## config.mk

```make
export PLATFORM = sky130hd
export DESIGN_NAME = modcnt_seq_ctrl
export DESIGN_NICKNAME = d
export VERILOG_FILES = /design/src/rtl/modcnt_seq_ctrl.sv
export SDC_FILE = /design/constraint.sdc
export NUM_CORES = 1
export LEC_CHECK = 0
export CORE_MARGIN = 2
export CORE_UTILIZATION = 60
export CTS_BUF_LIST = sky130_fd_sc_hd__clkbuf_8
export DETAILED_ROUTE_END_ITERATION = 10
export DONT_BUFFER_PORTS = 1
export GPL_TIMING_DRIVEN = 0
export PLACE_DENSITY = 0.86
export SLEW_MARGIN = 10
export SYNTH_ARGS = -nofsm -noshare
export SYNTH_HDL_FRONTEND = slang
export SYNTH_SLANG_ARGS = --single-unit
```

## constraint.sdc

```tcl
create_clock -name clk -period 2.6 [get_ports clk]
set_input_delay 0.78 -clock clk [delete_from_list [all_inputs] [get_ports clk]]
set_output_delay 0.78 -clock clk [all_outputs]
set_load 0.01 [all_outputs]
```

## src/rtl/modcnt_seq_ctrl.sv

```systemverilog
`default_nettype none
// ============================================================================
// Module   : modcnt_seq_ctrl
// Brief    : Sequencer for a programmable modulo-M counter. It supports three
//            count styles: clear-to-zero up-count, preload down-count and
//            offset preload up-count. A run is configured and started with a
//            handshake. The counter then runs N full wrap periods, gated by
//            en, and pulses done when the run completes.
// Revision : 1.0 - initial release
// ============================================================================
module modcnt_seq_ctrl #(
    parameter int W     = 4,
    parameter int CYC_W = 8
) (
    input  logic             clk,
    input  logic             rst,
    input  logic             start,
    input  logic [1:0]       mode,
    input  logic [W-1:0]     modulus,
    input  logic [CYC_W-1:0] cycles,
    input  logic             en,
    input  logic             abort,
    output logic [W-1:0]     count,
    output logic             wrap,
    output logic             busy,
    output logic             done,
    output logic             cfg_err
);

    localparam logic [0:0]       c_IDLE    = 1'b0;
    localparam logic [0:0]       c_RUN     = 1'b1;
    localparam logic [1:0]       c_MODE_DN = 2'd1;
    localparam logic [1:0]       c_MODE_OF = 2'd2;
    localparam logic [1:0]       c_MODE_IL = 2'd3;
    localparam logic [W-1:0]     c_ONE     = {{(W-1){1'b0}}, 1'b1};
    localparam logic [CYC_W-1:0] c_PONE    = {{(CYC_W-1){1'b0}}, 1'b1};

    // First value of every period for a given style and modulus.
    function automatic logic [W-1:0] f_start_val(input logic [1:0] md, input logic [W-1:0] m);
        case (md)
            c_MODE_DN: f_start_val = m - c_ONE;
            c_MODE_OF: f_start_val = '0 - m;      // 2^W - M, wraps naturally
            default:   f_start_val = '0;
        endcase
    endfunction

    // Last value of every period; offset mode ends on all-ones so the
    // increment stops at T and never rolls over to zero.
    function automatic logic [W-1:0] f_term_val(input logic [1:0] md, input logic [W-1:0] m);
        case (md)
            c_MODE_DN: f_term_val = '0;
            c_MODE_OF: f_term_val = '1;
            default:   f_term_val = m - c_ONE;
        endcase
    endfunction

    logic [0:0]       r_state, w_state_nxt;
    logic [1:0]       r_mode, w_mode_nxt;
    logic [W-1:0]     r_mod, w_mod_nxt;
    logic [CYC_W-1:0] r_ncyc, w_ncyc_nxt;
    logic [CYC_W-1:0] r_pcnt, w_pcnt_nxt;
    logic [W-1:0]     r_count, w_count_nxt;
    logic             r_wrap, w_wrap_nxt;
    logic             r_done, w_done_nxt;
    logic             r_cfg_err, w_cfg_err_nxt;

    logic             w_cfg_ok;
    logic [W-1:0]     w_run_start;
    logic [W-1:0]     w_run_term;
    logic [CYC_W-1:0] w_pcnt_inc;

    assign w_cfg_ok    = (modulus > c_ONE) && (mode != c_MODE_IL) && (cycles != '0);
    assign w_run_start = f_start_val(r_mode, r_mod);
    assign w_run_term  = f_term_val(r_mode, r_mod);
    assign w_pcnt_inc  = r_pcnt + c_PONE;

    // Next-state and next-output logic for the IDLE/RUN sequencer.
    always_comb begin
        w_state_nxt   = r_state;
        w_mode_nxt    = r_mode;
        w_mod_nxt     = r_mod;
        w_ncyc_nxt    = r_ncyc;
        w_pcnt_nxt    = r_pcnt;
        w_count_nxt   = r_count;
        w_wrap_nxt    = 1'b0;
        w_done_nxt    = 1'b0;
        w_cfg_err_nxt = 1'b0;
        case (r_state)
            c_IDLE: begin
                if (start) begin
                    if (w_cfg_ok) begin
                        w_mode_nxt  = mode;
                        w_mod_nxt   = modulus;
                        w_ncyc_nxt  = cycles;
                        w_pcnt_nxt  = '0;
                        w_count_nxt = f_start_val(mode, modulus);
                        w_state_nxt = c_RUN;
                    end else begin
                        w_cfg_err_nxt = 1'b1;
                    end
                end
            end
            c_RUN: begin
                if (abort) begin
                    w_count_nxt = '0;
                    w_state_nxt = c_IDLE;
                end else if (en) begin
                    if (r_count == w_run_term) begin
                        w_count_nxt = w_run_start;
                        w_wrap_nxt  = 1'b1;
                        w_pcnt_nxt  = w_pcnt_inc;
                        if (w_pcnt_inc == r_ncyc) begin
                            w_done_nxt  = 1'b1;
                            w_state_nxt = c_IDLE;
                        end
                    end else if (r_mode == c_MODE_DN) begin
                        w_count_nxt = r_count - c_ONE;
                    end else begin
                        w_count_nxt = r_count + c_ONE;
                    end
                end
            end
            default: w_state_nxt = c_IDLE;
        endcase
    end

    // State and datapath registers with synchronous reset.
    always_ff @(posedge clk) begin
        if (rst) begin
            r_state   <= c_IDLE;
            r_mode    <= '0;
            r_mod     <= '0;
            r_ncyc    <= '0;
            r_pcnt    <= '0;
            r_count   <= '0;
            r_wrap    <= 1'b0;
            r_done    <= 1'b0;
            r_cfg_err <= 1'b0;
        end else begin
            r_state   <= w_state_nxt;
            r_mode    <= w_mode_nxt;
            r_mod     <= w_mod_nxt;
            r_ncyc    <= w_ncyc_nxt;
            r_pcnt    <= w_pcnt_nxt;
            r_count   <= w_count_nxt;
            r_wrap    <= w_wrap_nxt;
            r_done    <= w_done_nxt;
            r_cfg_err <= w_cfg_err_nxt;
        end
    end

    assign count   = r_count;
    assign wrap    = r_wrap;
    assign busy    = (r_state == c_RUN);
    assign done    = r_done;
    assign cfg_err = r_cfg_err;

endmodule
`default_nettype wire

```

==> impl_metrics.py, run 1 <==
metrics = {
    "run_status": {
        "status": "finished, final reports clean",
    },
    "routing": {
        "drt-total-wl_um": 4350,
        "vias": 1775,
        "postRouteAntennaNets": 0,
        "route.detailed.drc": 0,
        "dr.pass1.iters": 4,
        "drtIter0Drc": 62,
        "avgRoutedWirePerCell_um": 14.6,
        "vias_per_cell": 5.96,
    },
    "sta": {
        "maxSlewHeadroom_pct": 54.6,
        "setup-violations-final": 0,
        "skew_ns": 0.00600,
        "timing.final.hold_violations": 0,
        "finalCriticalPeriod_ns": 2.30,
        "maxSlewViolCount": 0,
        "fmax_mhz": 434,
        "worst_slack_ns": 0.295,
        "setup_tns_ns": 0,
        "worstMarginPinSlew_ns": 0.673,
        "holdWs_ns": 0.475,
        "timing.final.crit_share_pct": 88.6,
        "rsz0062_at_grt": "no",
    },
    "floorplan": {
        "core-area_sq_um": 3080,
        "row_count": 20,
        "fp.dieArea_sq_um": 3750,
        "die_x_um": 61.2,
        "ioPinCount": 27,
        "start_util_pct": 63.9,
        "die_h_um": 61.2,
    },
    "logic_synthesis": {
        "avgSynthCellArea_sq_um": 7.99,
        "ys_seq_area_share_pct": 30.6,
        "yosys_warnings": 0,
        "ys_seq_elements": 30,
        "synthDistinctLibCells": 41,
        "synthFlopType": "dfxtp_1",
        "netlist_area_sq_um": 1970,
        "async_flop_share_pct": 0,
        "synth_edf_count": 0,
        "syn_inst": 246,
        "syn-num-nets": 277,
    },
    "critical_path": {
        "cpPeakStageDelay_ns": 0.43,
        "worstPathRequired_ns": 2.76,
        "crit_path_start": "r_mode[0]$_SDFFE_PP0P_",
        "worstPathArrival_ns": 2.47,
        "critPathBufInv": 2,
        "rr_startpoint": "r_mode[0]$_SDFFE_PP0P_",
        "cp-end-kind": "register",
        "path_max_fanout": 10,
        "crit_slowest_cell": "or4_1",
        "path_cells": "inv_1 -> ha_1 -> or4_1 -> a21oi_1 -> a41o_2 -> nand2_2 -> buf_2 -> o311ai_1 -> o41ai_1",
        "startpoint_type": "register",
        "crit_type": "reg -> reg",
        "crit_family": "compound AO/OA/AOI/OAI gates",
    },
    "cts": {
        "cts_tree": "yes",
        "cts_root_buffer": "clkbuf_8",
        "worstSkewPairLatency_ns": 0.29,
        "h-tree-depth": 2,
        "cts_buffer_depth": 2,
        "numCtsBuffers": 5,
        "cts_hold_buf": 0,
        "clk_pin_slew_ns": 0.07,
        "cts.sinks": 30,
    },
    "pwr": {
        "leakage_nw": 0.825,
        "peakVddDrop_uv": 438,
        "power.density_nw_per_um2": 527,
    },
    "global_route": {
        "grt_max_degree": 11,
        "grt_pass1_wl_um": 7370,
        "grt_use_total_pct": 27.0,
        "antenna_found_initial": 0,
        "grt-ovfl-total": 0,
        "grt_pass1_vias": 1638,
    },
    "min_path": {
        "hp-class": "reg -> reg",
        "min_from": "r_ncyc[0]$_SDFFE_PP0P_",
    },
    "placement": {
        "dp.cells": 290,
        "hpwlAfterDp_um": 3230,
        "dp_worst_setup_slack_ns": 0.0506,
        "gp_congestion": 0.921,
        "numPortBuffers": 0,
    },
    "cells_and_area": {
        "drive_gt1_share_pct": 6.69,
        "area_growth_pct": 7.96,
        "layout.cells.non_filler": 298,
        "fillCellCount": 256,
        "fin_nets": 284,
        "final_cell_mix": "nand2_1 (38), dfxtp_1 (30), a21oi_1 (19)",
        "antenna_cells": 0,
        "final_common_cell": "nand2_1",
    },
    "flow_run": {
        "drv_cap": 0,
    },
}
[kinds of logic after synthesis]
| group | Yosys count | synth area share [%] |
|---|---|---|
| adders and majority gates | 12 | 8.02 |
| and+or+nand+nor | 93 | 23.0 |
| buffers and inverters | 24 | 4.77 |
| DFF | 30 | 30.6 |
| AOI/OAI and AO/OA | 53 | 17.8 |
| muxes | 12 | 6.11 |
| xor gates and xnor gates | 22 | 9.80 |
[cell usage after synthesis, drive strengths merged, types with 2 or more instances]
| cell | count | area share (%) |
|---|---|---|
| a21oi | 19 | 4.8 |
| nor2 | 17 | 3.2 |
| nand4 | 5 | 1.6 |
| nand3 | 7 | 1.8 |
| buf | 3 | 0.76 |
| o311ai | 5 | 2.2 |
| nand2 | 39 | 7.6 |
| nor4 | 2 | 0.95 |
| inv | 14 | 2.7 |
| o31ai | 4 | 1.5 |
| nor3 | 6 | 1.8 |
| ha | 11 | 7.0 |
| nand2b | 3 | 0.95 |
| or4 | 6 | 2.3 |
| dfxtp | 30 | 31 |
| nor2b | 3 | 0.95 |
| o22ai | 3 | 0.95 |
| and2 | 2 | 0.64 |
| o21ai | 7 | 1.8 |
| a2111oi | 3 | 1.3 |
| xnor2 | 13 | 5.8 |
| mux2i | 12 | 6.1 |
| clkbuf | 7 | 1.3 |
| xor2 | 9 | 4.0 |
| a31oi | 3 | 0.95 |
[area by class of cell]
| type | instances | area (sq um) | share of cell area (%) |
|---|---|---|---|
| Sequential cell | 30 | 601 | 28.3 |
| Inverter | 14 | 52.6 | 2.48 |
| Clock inverter | 2 | 12.5 | 0.590 |
| Clock buffer | 6 | 82.6 | 3.89 |
| Buffer | 10 | 41.3 | 1.95 |
| Multi-Input combinational cell | 192 | 1280 | 60.2 |
| Tap cell | 44 | 55.1 | 2.59 |
[sequential cells by signal, indices dropped and copies added, names as in the netlist]
name     flops
count        4
busy         1
wrap         1
r_mode       2
cfg_err      1
r_ncyc       8
done         1
r_pcnt       8
r_mod        4
[worst register-to-register path, cell delays in order, from the launching register on]
cell and delay [ns]:
dfxtp_1 0.36, inv_1 0.05, ha_1 0.28, or4_1 0.43, a21oi_1 0.17, a41o_2 0.15
nand2_2 0.08, buf_2 0.22, o311ai_1 0.32, o41ai_1 0.12
[repair_timing]
| action | 4_1_cts | 5_1_grt |
|---|---|---|
| resized for setup | 0 | 2 |
| hold endpoints to repair | 0 | 0 |
| setup buffers | 0 | 0 |
| setup endpoints to repair | 0 | 2 |
[power by group]
group,internal (mW),switching [mW]
Combinational,0.0871,0.116
Clock,0.212,0.189
Sequential,0.480,0.0331
Total,0.780,0.338
[routing by layer]
metal  global-route usage (%)  vias to the layer above  share of wire (%)
met2                     41.8                       63                 47
met1                     35.0                      814                 44
li1                         -                      892                  -
met4                     9.01                        0                1.0
met5                        0                        -                  0
met3                     9.66                        6                8.0
[path summary, 6_finish.rpt]
kind | to | slack (ns) | depth (start not counted)
worst max-delay path | r_pcnt[7]$_SDFFE_PP0P_ | 0.30 | 9
worst min-delay path | r_ncyc[0]$_SDFFE_PP0P_ | 0.48 | 2
worst max register to register | r_pcnt[7]$_SDFFE_PP0P_ | 0.30 | 9
worst min register to register | r_ncyc[0]$_SDFFE_PP0P_ | 0.48 | 2
[stage by stage]
step	area [sq um]	util, %	power (mW)
final	2120	68.9	1.12
after global routing	2120	68.9	1.17
after CTS	2120	68.7	1.11
after detailed placement	2020	65.7	0.722
after global placement	2020	65.7	0.716
after floorplan	1970	-	0.679
Note: power is estimated with default switching activity, not from simulation.
==> run 2: changes to the inputs <==
Settings changed: PLACE_DENSITY 0.86 to default, PLACE_DENSITY_LB_ADDON from default to 0.25.
==> run 2 against run 1 <==
- sequential power is essentially flat
- flip-flop and latch count is the same
- global-route usage decreased by 0.19 points
- critical endpoint is now r_pcnt[3]$_SDFFE_PP0P_
- sequential share of layout area fell by 0.62 points
==> impl_metrics.py, run 2 (synthesis results as in run 1) <==
metrics = {
    "sta": {
        "timing.final.crit_share_pct": 89.4,
        "finalCriticalPeriod_ns": 2.32,
        "timing.final.hold_violations": 0,
        "rsz0062_at_grt": "no",
        "setup-violations-final": 0,
        "fmax_mhz": 430,
        "skew_ns": 0.00926,
        "setup_tns_ns": 0,
        "maxSlewViolCount": 0,
        "maxSlewHeadroom_pct": 53.5,
        "worstMarginPinSlew_ns": 0.691,
        "holdWs_ns": 0.474,
    },
    "routing": {
        "drt-total-wl_um": 4450,
        "vias_per_cell": 6.05,
        "vias": 1804,
        "dr.pass1.iters": 4,
        "avgRoutedWirePerCell_um": 14.9,
        "route.detailed.drc": 0,
        "drtIter0Drc": 122,
        "postRouteAntennaNets": 0,
    },
    "cts": {
        "worstSkewPairLatency_ns": 0.29,
        "numCtsBuffers": 5,
        "clk_pin_slew_ns": 0.07,
        "cts_setup_buffers": 0,
        "cts_root_buffer": "clkbuf_8",
        "h-tree-depth": 2,
        "cts_buffer_depth": 2,
        "cts.sinks": 30,
        "cts_tree": "yes",
    },
    "pwr": {
        "peakVddDrop_uv": 549,
        "power.density_nw_per_um2": 609,
        "leakage_nw": 0.849,
    },
    "global_route": {
        "grt_pass1_vias": 1711,
        "grt_use_total_pct": 26.8,
        "grt_max_degree": 11,
        "grt-ovfl-total": 0,
        "antenna_found_initial": 0,
        "grt_pass1_wl_um": 7460,
    },
    "run_status": {
        "status": "finished, final reports clean",
    },
    "critical_path": {
        "cpPeakStageDelay_ns": 0.43,
        "r2r_end": "r_pcnt[3]$_SDFFE_PP0P_",
        "crit_type": "reg -> reg",
        "rr_startpoint": "r_mode[0]$_SDFFE_PP0P_",
        "cp-end-kind": "register",
        "crit_slowest_cell": "or4_1",
        "path_max_fanout": 10,
        "worstPathRequired_ns": 2.76,
        "path_cells": "inv_1 -> ha_1 -> or4_1 -> a21oi_1 -> a41o_2 -> nand2_2 -> buf_2 -> o311ai_1 -> o31ai_1",
        "crit_path_start": "r_mode[0]$_SDFFE_PP0P_",
        "startpoint_type": "register",
        "reg2reg_depth": 9,
        "endpoint": "r_pcnt[3]$_SDFFE_PP0P_",
        "worstPathArrival_ns": 2.49,
        "rrSetupSlack_ns": 0.28,
    },
    "floorplan": {
        "core-area_sq_um": 3080,
        "row_count": 20,
        "start_util_pct": 63.9,
        "ioPinCount": 27,
        "die_h_um": 61.2,
        "die_x_um": 61.2,
        "fp.dieArea_sq_um": 3750,
    },
    "min_path": {
        "hp-class": "reg -> reg",
    },
    "placement": {
        "gp_congestion": 0.832,
        "numPortBuffers": 0,
        "hpwlAfterDp_um": 3160,
        "dp.cells": 290,
    },
    "cells_and_area": {
        "finish.utilization_pct": 70.5,
        "final_cell_mix": "nand2_1 (38), dfxtp_1 (30), a21oi_1 (19)",
        "final_common_cell": "nand2_1",
        "fin_nets": 284,
        "largestRegisters": "r_ncyc (8), r_pcnt (8)",
        "layout.cells.non_filler": 298,
        "fillCellCount": 252,
        "drive_gt1_share_pct": 6.69,
        "area_growth_pct": 10.4,
        "antenna_cells": 0,
    },
    "flow_run": {
        "drv_cap": 0,
    },
}
## run 2: worst min-delay path by stage
stage / from / endpoint / slack, ns / cells past startpoint
4_1_cts: r_mode[0]$_SDFFE_PP0P_ / r_mode[0]$_SDFFE_PP0P_ / 0.48 / 2
3_3_place_gp: r_ncyc[6]$_SDFFE_PP0P_ / r_ncyc[6]$_SDFFE_PP0P_ / 0.46 / 2
5_1_grt: r_ncyc[1]$_SDFFE_PP0P_ / r_ncyc[1]$_SDFFE_PP0P_ / 0.50 / 2
3_5_place_dp: r_ncyc[6]$_SDFFE_PP0P_ / r_ncyc[6]$_SDFFE_PP0P_ / 0.46 / 2
6_report: r_ncyc[1]$_SDFFE_PP0P_ / r_ncyc[1]$_SDFFE_PP0P_ / 0.47 / 2
2_1_floorplan: r_ncyc[0]$_SDFFE_PP0P_ / r_ncyc[0]$_SDFFE_PP0P_ / 0.45 / 2
## run 2: repair_timing
item / 4_1_cts / 5_1_grt
setup endpoints to repair: 2 / 2
hold buffers: 0 / 0
gates resized for setup: 1 / 1
## run 2: metrics by stage
stage	total power, mW	setup slack (ns)	area (sq um)
after detailed placement	0.721	0.0315	2020
final	1.32	0.276	2170
after global routing	1.37	0.0214	2170
after floorplan	0.679	0.292	1970
after global placement	0.715	-0.0108	2020
after CTS	1.32	0.0940	2160
## run 2: worst max-delay path: cells and delay by family (launching register included)
family,cells,cell delay (ns)
AO/OA/AOI/OAI,4,0.75
adder cells (fa/ha/maj),1,0.29
buffers and inverters,2,0.29
flip-flops,1,0.35
AND/OR/NAND/NOR,2,0.51
## run 2: layer usage
layer  part of all wire, %  wire length, um  track usage (%)
met3                   7.1              318             8.40
met5                     0                0                0
met2                    44             1940             38.8
met1                    48             2130             37.4
met4                   1.4               64             9.94
## run 2: power by group
group          switching [mW]  internal (mW)  total [mW]
registers              0.0328          0.480       0.513
logic                   0.118         0.0872       0.206
clock network           0.194          0.409       0.603
## run 2: area by class of cell
class | instances | area (sq um) | area share [%]
tap | 44 | 55.1 | 2.54
clock inverter | 2 | 60.1 | 2.77
clock buffer | 6 | 82.6 | 3.81
sequential | 30 | 601 | 27.7
buffer | 10 | 41.3 | 1.90
multi-input combinational | 192 | 1280 | 58.9
inverter | 14 | 52.6 | 2.42
==> run 3: changes to the inputs <==
Settings changed: BUFFER_PORTS_ARGS from default to -buffer_cell sky130_fd_sc_hd__buf_2, CORE_UTILIZATION 60 to 59, DONT_BUFFER_PORTS 1 to default, MAX_ROUTING_LAYER from default to met4.
==> run 3 against run 2 <==
- hold slack got worse by 0.0059 ns
- die area rose by 1.6%
- power fell by 14%
- critical path depth did not move
- via count rose by 2.7%
- critical path type is now in -> reg
- largest cell class unchanged
- largest power group is now registers
- highest routed layer unchanged
==> impl_metrics.py, run 3 (synthesis results as in run 1) <==
metrics = {
    "routing": {
        "drtIter0Drc": 84,
        "vias": 1852,
        "dr.pass1.iters": 4,
        "avgRoutedWirePerCell_um": 13.4,
        "route.detailed.drc": 0,
        "vias_per_cell": 5.72,
        "postRouteAntennaNets": 0,
        "drt-total-wl_um": 4350,
    },
    "critical_path": {
        "critPathBufInv": 2,
        "path_cells": "buf_2 -> inv_1 -> ha_1 -> nor2_1 -> nor3_1 -> nor4_2 -> nor2_1 -> a21oi_1 -> o22ai_1",
        "crit_slowest_cell": "nor4_2",
        "crit_family": "simple AND/OR/NAND/NOR gates",
        "rrSetupSlack_ns": 0.27,
        "reg2reg_depth": 8,
        "worstPathRequired_ns": 2.77,
        "cp_common_cell": "nor2_1",
        "path_max_fanout": 8,
        "cp-end-kind": "register",
        "startpoint_type": "input port",
        "cpPeakStageDelay_ns": 0.56,
        "worstPathArrival_ns": 2.57,
        "crit_type": "in -> reg",
        "crit_cells": 9,
    },
    "pwr": {
        "p_seq_share_pct": 44.9,
        "internal_power_mw": 0.793,
        "peakVddDrop_uv": 458,
        "switchingPower_mw": 0.340,
        "leakage_nw": 0.938,
        "combPwrFrac_pct": 20.5,
        "power.density_nw_per_um2": 503,
        "finalPower_mw": 1.13,
        "pwr-share-clk_pct": 34.6,
        "sw_frac_of_total_pct": 30.0,
    },
    "cts": {
        "cts_resized": 1,
        "cts_buffer_depth": 2,
        "numCtsBuffers": 5,
        "cts_setup_buffers": 0,
        "clk_pin_slew_ns": 0.07,
        "cts_tree": "yes",
        "cts_root_buffer": "clkbuf_8",
        "h-tree-depth": 2,
        "cts_hold_buf": 0,
        "worstSkewPairLatency_ns": 0.29,
        "cts.sinks": 30,
    },
    "placement": {
        "dp_worst_setup_slack_ns": -0.0617,
        "gp_congestion": 0.878,
        "numPortBuffers": 26,
        "dp.cells": 316,
        "hpwlAfterDp_um": 3270,
    },
    "floorplan": {
        "die_h_um": 61.7,
        "die_x_um": 61.7,
        "start_util_pct": 63.3,
        "ioPinCount": 27,
        "fp.dieArea_sq_um": 3810,
        "row_count": 20,
        "core-area_sq_um": 3100,
    },
    "global_route": {
        "grt_pass1_wl_um": 7220,
        "grt_use_total_pct": 26.3,
        "grt_pass1_vias": 1621,
        "antenna_found_initial": 0,
        "grt_max_degree": 11,
        "grt-ovfl-total": 0,
    },
    "sta": {
        "worstMarginPinSlew_ns": 0.732,
        "maxSlewHeadroom_pct": 50.8,
        "rsz0062_at_grt": "no",
        "finalCriticalPeriod_ns": 2.40,
        "worst_slack_ns": 0.195,
        "setup-violations-final": 0,
        "setup_tns_ns": 0,
        "fmax_mhz": 416,
        "skew_ns": 0.0116,
        "timing.final.crit_share_pct": 92.5,
        "timing.final.hold_violations": 0,
        "maxSlewViolCount": 0,
    },
    "cells_and_area": {
        "fin_nets": 310,
        "final_common_cell": "nand2_1",
        "fillCellCount": 277,
        "area_growth_pct": 14.6,
        "drive_gt1_share_pct": 15.4,
        "finish.utilization_pct": 72.6,
        "layout.cells.non_filler": 324,
        "final_cell_mix": "nand2_1 (38), dfxtp_1 (30), buf_2 (29)",
        "antenna_cells": 0,
        "largestRegisters": "r_ncyc (8), r_pcnt (8)",
    },
    "run_status": {
        "status": "finished, final reports clean",
    },
    "min_path": {
        "hold_path_depth": 2,
        "hp-class": "reg -> reg",
    },
    "flow_run": {
        "drv_cap": 0,
    },
}
## run 3: cell types whose count changed in the layout (fill, tap and decap cells not counted), sizes merged
cell      before  now
clkinvlp       0    1
buf            3   29
clkinv         0    1
bufinv         2    0
## run 3: power by group through the flow
stage / sequential (mW) / combinational [mW] / clock (mW)
4_1_cts: 0.509 / 0.230 / 0.392
5_1_grt: 0.512 / 0.258 / 0.418
3_5_place_dp: 0.519 / 0.227 / 0
3_3_place_gp: 0.518 / 0.223 / 0
6_report: 0.509 / 0.232 / 0.392
2_1_floorplan: 0.515 / 0.164 / 0
## run 3: worst paths after layout
check / startpoint / end
worst max-delay path: modulus[0] / r_pcnt[6]$_SDFFE_PP0P_
worst min-delay path: r_ncyc[1]$_SDFFE_PP0P_ / r_ncyc[1]$_SDFFE_PP0P_
worst max register to register: r_pcnt[0]$_SDFFE_PP0P_ / busy$_SDFF_PP0_
worst min register to register: r_ncyc[1]$_SDFFE_PP0P_ / r_ncyc[1]$_SDFFE_PP0P_
## run 3: through the flow
stage	hold slack (ns)	cell area [sq um]
global placement	0.458	2150
CTS	0.473	2250
detailed placement	0.464	2150
finish	0.469	2250
global route	0.497	2250
floorplan	0.448	1970
## run 3: area by class of cell
class,instances,area [sq um],share of cell area [%]
inverter,14,52.6,2.33
clock inverter,2,12.5,0.556
buffer,10,41.3,1.83
timing repair buffer,26,130,5.78
multi-input combinational,192,1280,56.7
sequential,30,601,26.7
tap,44,55.1,2.44
clock buffer,6,82.6,3.67
## run 3: worst reg2reg max path, cell delays in order, from the launching register on
cell and delay (ns):
dfxtp_1 0.46, ha_1 0.19, clkbuf_1 0.26, nand3_1 0.16, nor2_1 0.25, xnor2_1 0.16
nand4_1 0.13, a2111oi_2 0.42, a221oi_1 0.15
## run 3: layer usage
layer / global-route usage [%] / vias to the layer above / part of all wire, %
met5: - / - / 0
met4: 7.60 / 0 / 0.92
met3: 4.97 / 6 / 5.1
met2: 38.3 / 53 / 46
met1: 37.2 / 854 / 48
li1: - / 939 / -
